File: src/rtl/rtc_uart_tx_pkg.sv
// Shared types and constants for the RTC time-message UART transmitter.
// Holds the ASCII constants, serializer state encoding and character mapping.
package rtc_uart_tx_pkg;

    typedef enum logic [1:0] {
        ST_IDLE  = 2'd0,
        ST_START = 2'd1,
        ST_DATA  = 2'd2,
        ST_STOP  = 2'd3
    } tx_state_t;

    localparam logic [7:0] ASCII_ZERO  = 8'h30;
    localparam logic [7:0] ASCII_COLON = 8'h3A;
    localparam logic [7:0] ASCII_QMARK = 8'h3F;
    localparam logic [7:0] ASCII_CR    = 8'h0D;
    localparam logic [7:0] ASCII_LF    = 8'h0A;

    localparam logic [3:0] LAST_CHAR = 4'd9;

    typedef struct packed {
        logic [3:0] hrm;
        logic [3:0] hrl;
        logic [3:0] minm;
        logic [3:0] minl;
        logic [3:0] secm;
        logic [3:0] secl;
    } rtc_time_t;

    // Non-BCD digit values are shown as '?' so a bad RTC is visible.
    function automatic logic [7:0] enc_digit(input logic [3:0] d);
        if (d <= 4'd9)
            return ASCII_ZERO + {4'h0, d};
        else
            return ASCII_QMARK;
    endfunction

    // Character idx of the "hh:mm:ss\r\n" message.
    function automatic logic [7:0] char_at(input logic [3:0] idx,
                                           input rtc_time_t t);
        logic [7:0] c;
        c = ASCII_LF;
        case (idx)
            4'd0:    c = enc_digit(t.hrm);
            4'd1:    c = enc_digit(t.hrl);
            4'd2:    c = ASCII_COLON;
            4'd3:    c = enc_digit(t.minm);
            4'd4:    c = enc_digit(t.minl);
            4'd5:    c = ASCII_COLON;
            4'd6:    c = enc_digit(t.secm);
            4'd7:    c = enc_digit(t.secl);
            4'd8:    c = ASCII_CR;
            default: c = ASCII_LF;
        endcase
        return c;
    endfunction

endpackage

File: src/rtl/rtc_uart_tx_byte.sv
// 8N1 byte serializer with a load/ready handshake.
// ready is high in idle and on the last cycle of a stop bit so bytes chain gap-free.
module uart_tx_byte
    import rtc_uart_tx_pkg::*;
#(
    parameter int CLKS_PER_BIT = 434
) (
    input  logic       clk,
    input  logic       rst,
    input  logic       load,
    input  logic [7:0] data,
    output logic       tx,
    output logic       ready
);

    localparam int CW = (CLKS_PER_BIT > 1) ? $clog2(CLKS_PER_BIT) : 1;
    localparam logic [CW-1:0] CNT_MAX = CW'(CLKS_PER_BIT - 1);

    tx_state_t     state;
    tx_state_t     state_n;
    logic [CW-1:0] cnt;
    logic [CW-1:0] cnt_n;
    logic [2:0]    bit_idx;
    logic [2:0]    bit_n;
    logic [7:0]    shreg;
    logic [7:0]    sh_n;
    logic          bit_end;

    assign bit_end = (cnt == CNT_MAX);
    assign ready   = (state == ST_IDLE) ||
                     ((state == ST_STOP) && bit_end);

    // State and counter registers with synchronous active-low reset.
    always_ff @(posedge clk) begin
        if (!rst) begin
            state   <= ST_IDLE;
            cnt     <= '0;
            bit_idx <= '0;
            shreg   <= '0;
        end else begin
            state   <= state_n;
            cnt     <= cnt_n;
            bit_idx <= bit_n;
            shreg   <= sh_n;
        end
    end

    // Next-state logic: bit timing is a count enable, never a derived clock.
    always_comb begin
        state_n = state;
        bit_n   = bit_idx;
        sh_n    = shreg;
        cnt_n   = bit_end ? '0 : cnt + CW'(1);
        case (state)
            ST_IDLE: begin
                cnt_n = '0;
                if (load) begin
                    state_n = ST_START;
                    sh_n    = data;
                    bit_n   = '0;
                end
            end
            ST_START: begin
                if (bit_end) begin
                    state_n = ST_DATA;
                    bit_n   = '0;
                end
            end
            ST_DATA: begin
                if (bit_end) begin
                    if (bit_idx == 3'd7)
                        state_n = ST_STOP;
                    else
                        bit_n = bit_idx + 3'd1;
                end
            end
            ST_STOP: begin
                if (bit_end) begin
                    if (load) begin
                        state_n = ST_START;
                        sh_n    = data;
                        bit_n   = '0;
                    end else begin
                        state_n = ST_IDLE;
                    end
                end
            end
            default: state_n = ST_IDLE;
        endcase
    end

    // Line level follows the current frame position; idle and stop are high.
    always_comb begin
        tx = 1'b1;
        case (state)
            ST_START: tx = 1'b0;
            ST_DATA:  tx = shreg[bit_idx];
            default:  tx = 1'b1;
        endcase
    end

endmodule

File: src/rtl/rtc_uart_tx.sv
// Sends "hh:mm:ss\r\n" from a snapshot of the RTC digits on each accepted start.
// The serializer does the framing; this level picks characters and flags.
module rtc_uart_tx
    import rtc_uart_tx_pkg::*;
#(
    parameter int CLKS_PER_BIT = 434
) (
    input  logic       clk,
    input  logic       rst,
    input  logic [3:0] hrm,
    input  logic [3:0] hrl,
    input  logic [3:0] minm,
    input  logic [3:0] minl,
    input  logic [3:0] secm,
    input  logic [3:0] secl,
    input  logic       start,
    output logic       tx,
    output logic       busy,
    output logic       done
);

    rtc_time_t  snap;
    rtc_time_t  live;
    logic [3:0] char_idx;
    logic       busy_q;
    logic       done_q;
    logic       byte_ready;
    logic       accept;
    logic       more;
    logic       finish;
    logic       load;
    logic [7:0] data;

    assign live   = '{hrm: hrm, hrl: hrl, minm: minm,
                      minl: minl, secm: secm, secl: secl};
    assign accept = start && !busy_q;
    assign more   = busy_q && byte_ready && (char_idx != LAST_CHAR);
    assign finish = busy_q && byte_ready && (char_idx == LAST_CHAR);
    assign load   = accept || more;
    assign busy   = busy_q;
    assign done   = done_q;

    // The first character comes straight from the live digits on the accept edge.
    always_comb begin
        data = char_at(char_idx + 4'd1, snap);
        if (accept)
            data = enc_digit(hrm);
    end

    // Message sequencing: snapshot, character index, busy and done pulse.
    always_ff @(posedge clk) begin
        if (!rst) begin
            snap     <= '0;
            char_idx <= '0;
            busy_q   <= 1'b0;
            done_q   <= 1'b0;
        end else begin
            done_q <= finish;
            if (accept) begin
                snap     <= live;
                char_idx <= '0;
                busy_q   <= 1'b1;
            end else if (more) begin
                char_idx <= char_idx + 4'd1;
            end else if (finish) begin
                char_idx <= '0;
                busy_q   <= 1'b0;
            end
        end
    end

    uart_tx_byte #(
        .CLKS_PER_BIT(CLKS_PER_BIT)
    ) u_byte (
        .clk  (clk),
        .rst  (rst),
        .load (load),
        .data (data),
        .tx   (tx),
        .ready(byte_ready)
    );

endmodule

File: config.mk
export PLATFORM = sky130hd
export DESIGN_NAME = rtc_uart_tx
export DESIGN_NICKNAME = d
export VERILOG_FILES = /design/src/rtl/rtc_uart_tx_pkg.sv /design/src/rtl/rtc_uart_tx_byte.sv /design/src/rtl/rtc_uart_tx.sv
export SDC_FILE = /design/constraint.sdc
export NUM_CORES = 1
export LEC_CHECK = 0
export BUFFER_PORTS_ARGS = -buffer_cell sky130_fd_sc_hd__clkbuf_2
export CORE_ASPECT_RATIO = 1.2
export CORE_MARGIN = 2
export CORE_UTILIZATION = 55
export DETAILED_ROUTE_END_ITERATION = 16
export PLACE_DENSITY = 0.81
export SLEW_MARGIN = 20
export SYNTH_ARGS = -nofsm -noshare
export SYNTH_HDL_FRONTEND = slang
export SYNTH_SLANG_ARGS = --single-unit
File: constraint.sdc
create_clock -name clk -period 2.7 [get_ports clk]
set_input_delay 0.27 -clock clk [delete_from_list [all_inputs] [get_ports clk]]
set_output_delay 0.27 -clock clk [all_outputs]
set_load 0.01 [all_outputs]
======== Word-level counts from Yosys, hierarchy flattened ========
Cells that the tools add are included.
operators by class
  add/sub/neg operators ................... 10
  $lt $le $gt $ge ......................... 8
  eq/ne operators ......................... 22
  mux-type cells .......................... 33
  bitwise operators ....................... 1
  reductions and logical operators ........ 20
operators with widths
  cell                                                                   count
  8-bit one-hot mux with 8 select lines                                  1
  6-bit by 4-bit adder with 7-bit output, first input constant           7
  7-bit two-way mux                                                      7
  4-bit less-or-equal comparator, second input constant                  7
  8-bit two-way mux                                                      3
  4-bit by 3-bit equality test with 1-bit output, second input constant  4
  8-bit one-hot mux with 2 select lines                                  1
  3-bit two-way mux                                                      5
  3-bit one-hot mux with 4 select lines                                  1
  2-bit two-way mux                                                      5
  9-bit by 1-bit adder with 9-bit output, second input constant          1
  9-bit equality test, second input constant                             1
  4-bit by 2-bit equality test with 1-bit output, second input constant  2
  4-bit equality test, second input constant                             2
  4-bit two-way mux                                                      2
  2-bit by 1-bit != test with 1-bit output, second input constant        4
  2-bit one-hot mux with 4 select lines                                  1
  2-bit != test, second input constant                                   3
  2-bit nonzero test                                                     3
  1-bit logical AND                                                      5
  1-bit two-way mux                                                      5
  5-bit AND reduction                                                    1
  4-bit by 1-bit adder with 4-bit output, second input constant          1
  2-bit equality test, second input constant                             2
  other kinds (17)                                                       20
storage, ports and cells
  register bits ........................... 52
  output and inout port bits .............. 3
  logic and storage cells ................. 107

======== Longest topological paths before layout ========
Gate-level depths: netlist of the first run.
  depth after elaboration ................. 9
  depth in mapped cells ................... 8
  mapped depth without buffers ............ 7

======== Cells and area by module ========
From an unflattened synthesis of the first run, not the netlist that was laid out.
unflattened totals
  cells, all modules ...................... 358
  area total of the unflattened synthesis .. 2,916.5 sq um
by module, submodules not included
  module        instances  cells each  area each (sq um)  sequential area each (sq um)
  rtc_uart_tx   1          232         1,770.4            600.6
  uart_tx_byte  1          126         1,146.1            440.4

======== Worst setup path before layout of the first run ========
OpenSTA, ideal clock, no wires.
  kind .................................... reg-to-reg
  start point ............................. reg char_idx[1]
  end point ............................... reg u_byte.state[0]
  data arrival time ....................... 1.881 ns
  path slack .............................. 0.748 ns
  cell stages (with the launch flop) ...... 8
  buffers on the path ..................... 0
  period minus slack after synthesis ...... 1.952 ns
  cell sequence ........................... dfxtp_1 inv_1 ha_1 and3b_1 a21o_1 and2_4 or4_1 a21oi_1
on the way
  word-level cells in the longest chain between the ends .. 6
  elaborated cells on any way between the ends .. 8
  classes of those cells .................. eq/ne: 2; mux: 3; reduce/logical: 3
RTL lines
  item                                   line                    source
  start, declared                        rtc_uart_tx.sv:24       logic [3:0] char_idx;
  start signal, assigned                 rtc_uart_tx.sv:64       char_idx <= char_idx + 4'd1;
  4-bit != test *                        rtc_uart_tx.sv:37       assign more = busy_q && byte_ready && (char_idx != LAST_CHAR);
  1-bit logical AND *                    rtc_uart_tx.sv:37
  1-bit logical OR *                     rtc_uart_tx.sv:39       assign load = accept || more;
  1-bit two-way mux                      rtc_uart_tx_byte.sv:79  if (load) begin
  2-bit two-way mux                      rtc_uart_tx_byte.sv:78  if (bit_end) begin
  2-bit one-hot mux with 4 select lines  rtc_uart_tx_byte.sv:54  case (state)
  end signal, assigned                   rtc_uart_tx_byte.sv:41  state <= state_n;
  end, declared                          rtc_uart_tx_byte.sv:19  tx_state_t state;
Mark *: on every way between the ends. The rest lies on a longest branch, timed or not. The select of a mux whose other input is x is not followed.
A chain may end at the register's enable or synchronous reset.

======== Worst setup path in the final report of the first run ========
  start point ............................. reg char_idx[0]
  end point ............................... reg u_byte.shreg[2]
on the way
  word-level cells in the longest chain between the ends .. 8
  elaborated cells on any way between the ends .. 19
  classes of those cells .................. add/sub: 1; eq/ne: 9; mux: 5; reduce/logical: 4
RTL lines
  item                                                                                                                     line                                            source
  4-bit by 1-bit adder with 4-bit output                                                                                   rtc_uart_tx.sv:45                               data = char_at(char_idx + 4'd1, snap);
  4-bit by 3-bit equality test with 1-bit output / 4-bit by 2-bit equality test with 1-bit output (equally long branches)  rtc_uart_tx_pkg.sv:42                           case (idx)
  2-bit OR reduction (no source line)                                                                                      --
  8-bit one-hot mux with 8 select lines                                                                                    rtc_uart_tx_pkg.sv:42
  8-bit two-way mux                                                                                                        rtc_uart_tx.sv:46                               if (accept)
  8-bit two-way mux *                                                                                                      rtc_uart_tx_byte.sv:57, rtc_uart_tx_byte.sv:79
  8-bit two-way mux                                                                                                        rtc_uart_tx_byte.sv:78
  8-bit one-hot mux with 2 select lines *                                                                                  rtc_uart_tx_byte.sv:54
  end signal, assigned                                                                                                     rtc_uart_tx_byte.sv:44                          shreg <= sh_n;
  end, declared                                                                                                            rtc_uart_tx_byte.sv:25                          logic [7:0] shreg;
Marked as above.

==> summary.md, run 1 <==
| Metric | Value |
|---|---|
| Initial antenna violation count | `0` |
| #FFs+latches synth | `49` |
| Status | `complete, no violations` |
| Most used cell along the critical path | `a21oi_1` |
| Pre-Repair DR Iteration Count | `5` |
| Synth Area in Adders | `5.809%` |
| Io pins | `30` |
| Nets | `419` |
| Crit path largest cell delay | `0.60 ns` |
| Area occupied by multi-input gates | `between 1500 and 2000 um^2` |
| CTS tree | `done` |
| CP Capture Type | `flip-flop` |
| Flop2flop setup slack | `0.32 ns` |
| DIE HEIGHT | `82.17 um` |
| Worst EP required | `2.93 ns` |
| Core footprint | `4905 um^2` |
| R2r startpoint | `char_idx[0]` |
| Layout fillers | `444` |
| HPWL Detailed | `5205 um` |
| Critical path class | `flip-flop to flip-flop` |
| Initial Utilization | `57.09%` |
| Hold path startpoint | `secm[0]` |
| CP Max Fanout | `19` |
| CTS Buffer Depth | `2` |
| IO buf count | `29` |
| Final worst-path cycle share | `88.15%` |
| Htree depth | `2` |
| # DRC | `0` |
| Max transition margin | `60.02%` |
| Largest family of logic cells by synthesized area | `compound AO/OA/AOI/OAI gates` |
| Worst Path Buf+Inv | `1` |
| Syn Inst Count | `358` |
| Crit path time final | `2.380 ns` |
| Synth top area share | `35.03%` |
| Post-Route Skew | `between 0.01 and 0.015 ns` |
| Share of cells above drive strength 1 | `12.89%` |
| Peak supply drop | `512.1 uV` |
| DRT iter0 DRCs | `187` |
| Post-CTS setup buffer count | `0` |
| Post-synthesis compound-gate area fraction | `27.30%` |
| Mux cell area share after synthesis | `2.234%` |
| RSZ-0062 raised after global routing | `no` |
| Worst-path clk slew | `about 0.10 ns` |
| Critical Path AT | `2.61 ns` |
| Post-synth ARST share | `0%` |
| PostCTS Resize Cnt | `0` |
| Hold Path Class | `input port to flip-flop` |
| Final Power | `slightly below 2000 uW` |
| EDFF count, synth | `0` |
| Fin. max-slew vios | `0` |
| Cell taking the most area after synthesis | `dfxtp_1` |
| Total track usage | `around a quarter` |
| Slowest-stage cell, CP | `ha_1` |
| GRT Residual Overflow | `0` |
| Mapped Area | `2800 um^2` |
| Area delta synth->final | `9.964%` |
| Diodes inserted | `0` |
| Clk root buf | `clkbuf_8` |
| Register area | `980.9 um^2` |
| Avg WL per Cell | `15.82 um` |
| RD Place Congestion | `slightly above 1` |
| Final count of hold timing violations | `0` |
| First-pass GRT wire length | `~11,000 um` |
| Total die area | `about 5700 um^2` |
| Routed vias/inst | `between 6 and 7` |
| Final core utilization | `around 63%` |
| Count of cell types in the netlist | `59` |
| Sink Count | `49` |
| Final setup TNS | `0 ns` |
| Mapped Nets | `slightly below 400` |
| Final WL | `6961 um` |
| Inserted Clock Buffers | `5` |
| Yosys warnings | `0` |
| Avg Inst Size Synth | `7.822 um^2` |
| Hold buffer count at cts | `0` |
| Crit-path cells | `ha_1 -> inv_1 -> a21oi_1 -> a21oi_1 -> or4b_1 -> a31oi_1` |
| DR vias | `2,662` |
| PwrDens | `631.1 nW/um^2` |
| Max Cap Viol | `0` |
| Leakage | `0.001168 uW` |
| Crit path from | `char_idx[0]` |
| Skew-Pair Late Insertion Delay | `0.31 ns` |
| Post-Synth XOR/XNOR Area | `2.189%` |
| Chip width | `69.14 um` |
| Count of standard-cell rows | `28` |
| Post-synthesis simple-gate area fraction | `22.43%` |
| Register area share after synthesis | `35.03%` |
| Largest net degree at the start of global routing | `28` |
| Max frequency | `420.2 MHz` |
| Crit start category | `flip-flop` |
| Routed Antenna Nets | `0` |
| Main synth FF type | `dfxtp_1` |
| Largest cells by area after synthesis | `dfxtp_1, a21oi_1, nand2_1, ha_1, o21ai_0` |
| Final setup fails | `0` |
| Crit path max-delay family | `adder cells` |
| Vias in the first global route | `2,497` |
| Worst slew pin tran | `0.5997 ns` |
-- metrics by stage --
| stage | instances | hold WS [ns] | setup WS [ns] | cell area [um^2] |
|---|---|---|---|---|
| 2_1_floorplan | 358 | 0.4060 | 0.7482 | 2800 |
| 3_3_place_gp | 432 | 0.4445 | 0.4887 | 2962 |
| 3_5_place_dp | 432 | 0.4467 | 0.3775 | 2962 |
| 4_1_cts | 440 | 0.1653 | 0.3585 | 3079 |
| 5_1_grt | 440 | 0.1692 | 0.1002 | 3079 |
| 6_report | 440 | 0.1741 | 0.3200 | 3079 |
-- final cells by class --
type	instances	area share, %
Inverter	13	1.585
Timing Repair Buffer	33	5.689
Tap cell	60	2.438
Clock inverter	3	1.585
Multi-Input combinational cell	277	54.61
Clock buffer	5	2.235
Sequential cell	49	31.86
-- state kept, by name, summed over array words and instances (netlist names) --
| name | flops |
|---|---|
| snap | 24 |
| busy | 1 |
| done | 1 |
| u_byte.state | 2 |
| u_byte.shreg | 5 |
| u_byte.cnt | 9 |
| char_idx | 4 |
| u_byte.bit_idx | 3 |
-- report_power, final --
group	internal, uW	switching (uW)
Clock	283	271
Sequential	789	69.6
Combinational	217	314
Total	1290	655
-- cell usage in the layout (no fill, tap or decap), types with 7 or more instances in the layout --
| cell type | instances |
|---|---|
| o21ai_0 | 16 |
| dfxtp_1 | 49 |
| nand2_1 | 63 |
| ha_1 | 13 |
| inv_1 | 13 |
| nor2b_1 | 7 |
| clkbuf_2 | 29 |
| nand3_1 | 8 |
| a21oi_1 | 56 |
| nor2_1 | 19 |
-- cells by family after synthesis --
logic type	after synthesis
XOR/XNOR	7
AND/OR/NAND/NOR	129
adder cells (fa/ha/maj)	13
multiplexers	5
buffers and inverters	32
AO/OA/AOI/OAI	123
flip-flops	49
-- final timing paths --
path | to | cells past startpoint
worst max-delay path | u_byte.shreg[2] | 6
worst min-delay path | snap[4] | 3
worst max register to register | u_byte.shreg[2] | 6
worst min register to register | snap[0] | 2
-- synthesized netlist by cell type (5+ instances only) --
cell type   n
ha_1       13
nand3_1     8
nor2b_1     8
dfxtp_1    49
nor2_1     19
and3_1      5
inv_1      13
o21a_1      6
clkbuf_1   11
a31oi_1     5
o21ai_0    16
nand2_1    63
a21oi_1    56
-- per-layer routing --
metal | global-route usage [%] | up-vias | share of wire (%)
li1 | - | 1325 | -
met1 | 28.89 | 1216 | 43
met2 | 45.19 | 98 | 49
met3 | 3.519 | 23 | 4.7
met4 | 12.16 | 0 | 3.8
met5 | 0 | - | 0
-- worst register-to-register path, cell delays in order, from the launching register on --
cell     delay [ns]
dfxtp_1        0.51
ha_1           0.60
inv_1          0.29
a21oi_1        0.20
a21oi_1        0.08
or4b_1         0.48
a31oi_1        0.17
(Power assumes the default switching activity.)
==> run 2: changes to the inputs <==
CORE_UTILIZATION = 63   (was 55)
PLACE_DENSITY = 0.91   (was 0.81)
clock period = 3 ns   (was 2.7 ns; I/O delays follow)
==> run 2 against run 1 <==
Sequential share of layout area rose by 0.33 points. Register-to-register slack gained 0.27 ns. Core utilization grew 8.7 points. Hold slack improved by 0.028 ns. First-iteration DRC count rose by 4.8%. Clock power is 29% lower. Critical endpoint unchanged. Largest power group unchanged.
==> summary.md, run 2 (synthesized netlist as in run 1, its figures left out) <==
| Metric | Value |
|---|---|
| Leakage | `0.001160 uW (was 0.001168 uW)` |
| CP Capture Type | `flip-flop (unchanged)` |
| Setup WS pre-CTS | `0.6603 ns (was 0.3775 ns)` |
| Initial antenna violation count | `0 (unchanged)` |
| Worst slew pin tran | `0.6338 ns (was 0.5997 ns)` |
| # DRC | `0 (unchanged)` |
| Io pins | `30 (unchanged)` |
| Final worst-path cycle share | `80.36% (was 88.15%)` |
| Core footprint | `4262 um^2 (was 4905 um^2)` |
| Post-Route Skew | `0.006400 ns (was 0.01495 ns)` |
| Crit path time final | `2.411 ns (was 2.380 ns)` |
| Diodes inserted | `0 (unchanged)` |
| DR vias | `2,741 (was 2,662)` |
| Non-filler instance count after layout | `436 (was 440)` |
| Clk root buf | `clkbuf_8 (unchanged)` |
| Sink Count | `49 (unchanged)` |
| Worst EP required | `3.23 ns (was 2.93 ns)` |
| Inserted Clock Buffers | `5 (unchanged)` |
| Hold buffer count at cts | `0 (unchanged)` |
| Peak supply drop | `431.4 uV (was 512.1 uV)` |
| CTS tree | `done (unchanged)` |
| Crit path largest cell delay | `0.63 ns (was 0.60 ns)` |
| Final setup fails | `0 (unchanged)` |
| Post-CTS setup buffer count | `0 (unchanged)` |
| Fin. max-slew vios | `0 (unchanged)` |
| HPWL Detailed | `4988 um (was 5205 um)` |
| Total track usage | `28.76% (was 24.80%)` |
| Worst-path clk slew | `0.09 ns (was 0.10 ns)` |
| PostCTS Resize Cnt | `0 (unchanged)` |
| IO buf count | `29 (unchanged)` |
| Critical Path AT | `2.65 ns (was 2.61 ns)` |
| CP Max Fanout | `19 (unchanged)` |
| Share of cells above drive strength 1 | `12.89% (unchanged)` |
| Chip width | `64.86 um (was 69.14 um)` |
| Largest net degree at the start of global routing | `28 (unchanged)` |
| Final count of hold timing violations | `0 (unchanged)` |
| Max FFs per register | `24 (unchanged)` |
| Status | `complete, no violations (unchanged)` |
| Max frequency | `414.8 MHz (was 420.2 MHz)` |
| Crit start category | `flip-flop (unchanged)` |
| RSZ-0062 raised after global routing | `no (unchanged)` |
| Max Cap Viol | `0 (unchanged)` |
| Hold Path Class | `input port to flip-flop (unchanged)` |
| Count of standard-cell rows | `26 (was 28)` |
| CTS Buffer Depth | `2 (unchanged)` |
| PwrDens | `537.8 nW/um^2 (was 631.1 nW/um^2)` |
| Crit path max-delay family | `simple AND/OR/NAND/NOR gates (was adder cells)` |
| Largest Register | `snap (unchanged)` |
| Final setup TNS | `0 ns (unchanged)` |
| Pre-Repair DR Iteration Count | `8 (was 5)` |
| Routed vias/inst | `6.287 (was 6.050)` |
| Htree depth | `2 (unchanged)` |
| RD Place Congestion | `1.058 (was 1.019)` |
| GRT Residual Overflow | `0 (unchanged)` |
| Critical path class | `flip-flop to flip-flop (unchanged)` |
| Avg WL per Cell | `15.47 um (was 15.82 um)` |
| Commonest non-fill, non-tap cell in the layout | `nand2_1 (unchanged)` |
| Crit-path cells | `ha_1 -> or4_1 -> o311ai_1 -> a21oi_2 -> or4b_1 -> a31oi_1 (was ha_1 -> inv_1 -> a21oi_1 -> a21oi_1 -> or4b_1 -> a31oi_1)` |
| Total die area | `4996 um^2 (was 5680 um^2)` |
| Final Power | `1639 uW (was 1943 uW)` |
| Setup ws final | `0.5892 ns (was 0.3200 ns)` |
| Vias in the first global route | `2,549 (was 2,497)` |
| Worst Path Buf+Inv | `0 (was 1)` |
| Initial Utilization | `65.71% (was 57.09%)` |
| Skew-Pair Late Insertion Delay | `0.31 ns (about the same)` |
| Final WL | `6743 um (was 6961 um)` |
| Post-placement cell count | `428 (was 432)` |
| Max transition margin | `57.69% (was 60.02%)` |
| Slowest-stage cell, CP | `ha_1 (unchanged)` |
| DRT iter0 DRCs | `196 (was 187)` |
| Routed Antenna Nets | `0 (unchanged)` |
| Largest regs | `snap (24), u_byte.cnt (9), u_byte.shreg (5) (unchanged)` |
| Layout fillers | `348 (was 444)` |
| DIE HEIGHT | `77.03 um (was 82.17 um)` |
| Area delta synth->final | `8.847% (was 9.964%)` |
| First-pass GRT wire length | `11,330 um (was 11,380 um)` |
| Commonest cells after routing, fill and taps aside | `nand2_1, a21oi_1, dfxtp_1, clkbuf_2, nor2_1 (unchanged)` |
| Nets | `419 (unchanged)` |
==> run 2: layer usage <==
metal	track usage, %	part of all wire (%)
met5	0	0
met4	14.04	4.4
met3	6.012	7.1
met2	48.25	48
met1	34.39	40
==> run 2: worst reg2reg max path, cell delays in order (launching register included) <==
cell      delay, ns
dfxtp_1        0.51
ha_1           0.63
or4_1          0.24
o311ai_1       0.12
a21oi_2        0.21
or4b_1         0.46
a31oi_1        0.17
==> run 2: layout make-up <==
class / instances / area (um^2) / share of cell area, %
Clock buffer: 5 / 68.82 / 2.258
Clock inverter: 3 / 22.52 / 0.7389
Multi-Input combinational cell: 277 / 1682 / 55.17
Tap cell: 56 / 70.07 / 2.299
Timing Repair Buffer: 33 / 175.2 / 5.747
Inverter: 13 / 48.80 / 1.601
Sequential cell: 49 / 980.9 / 32.18
==> run 2: power breakdown <==
group	total [uW]	switching (uW)	leakage (uW)	internal [uW]
combinational	478	282	0.000711	196
clock	392	226	0.0000481	166
sequential	769	59.0	0.000400	710
total	1640	568	0.00116	1070
==> run 2: path summary, 6_finish.rpt <==
check | from | endpoint | slack, ns | depth (start not counted)
worst max-delay path | char_idx[0] | u_byte.shreg[2] | 0.59 | 6
worst min register to register | snap[12] | snap[12] | 0.47 | 2
worst max register to register | char_idx[0] | u_byte.shreg[2] | 0.59 | 6
worst min-delay path | secl[2] | snap[2] | 0.20 | 3
==> run 2: stage by stage <==
| stage | util [%] | area, um^2 | hold slack (ns) |
|---|---|---|---|
| floorplan | - | 2800 | 0.4332 |
| global placement | 69.38 | 2957 | 0.4449 |
| detailed placement | 69.38 | 2957 | 0.4507 |
| CTS | 71.52 | 3048 | 0.1990 |
| global route | 71.52 | 3048 | 0.1963 |
| finish | 71.52 | 3048 | 0.2019 |
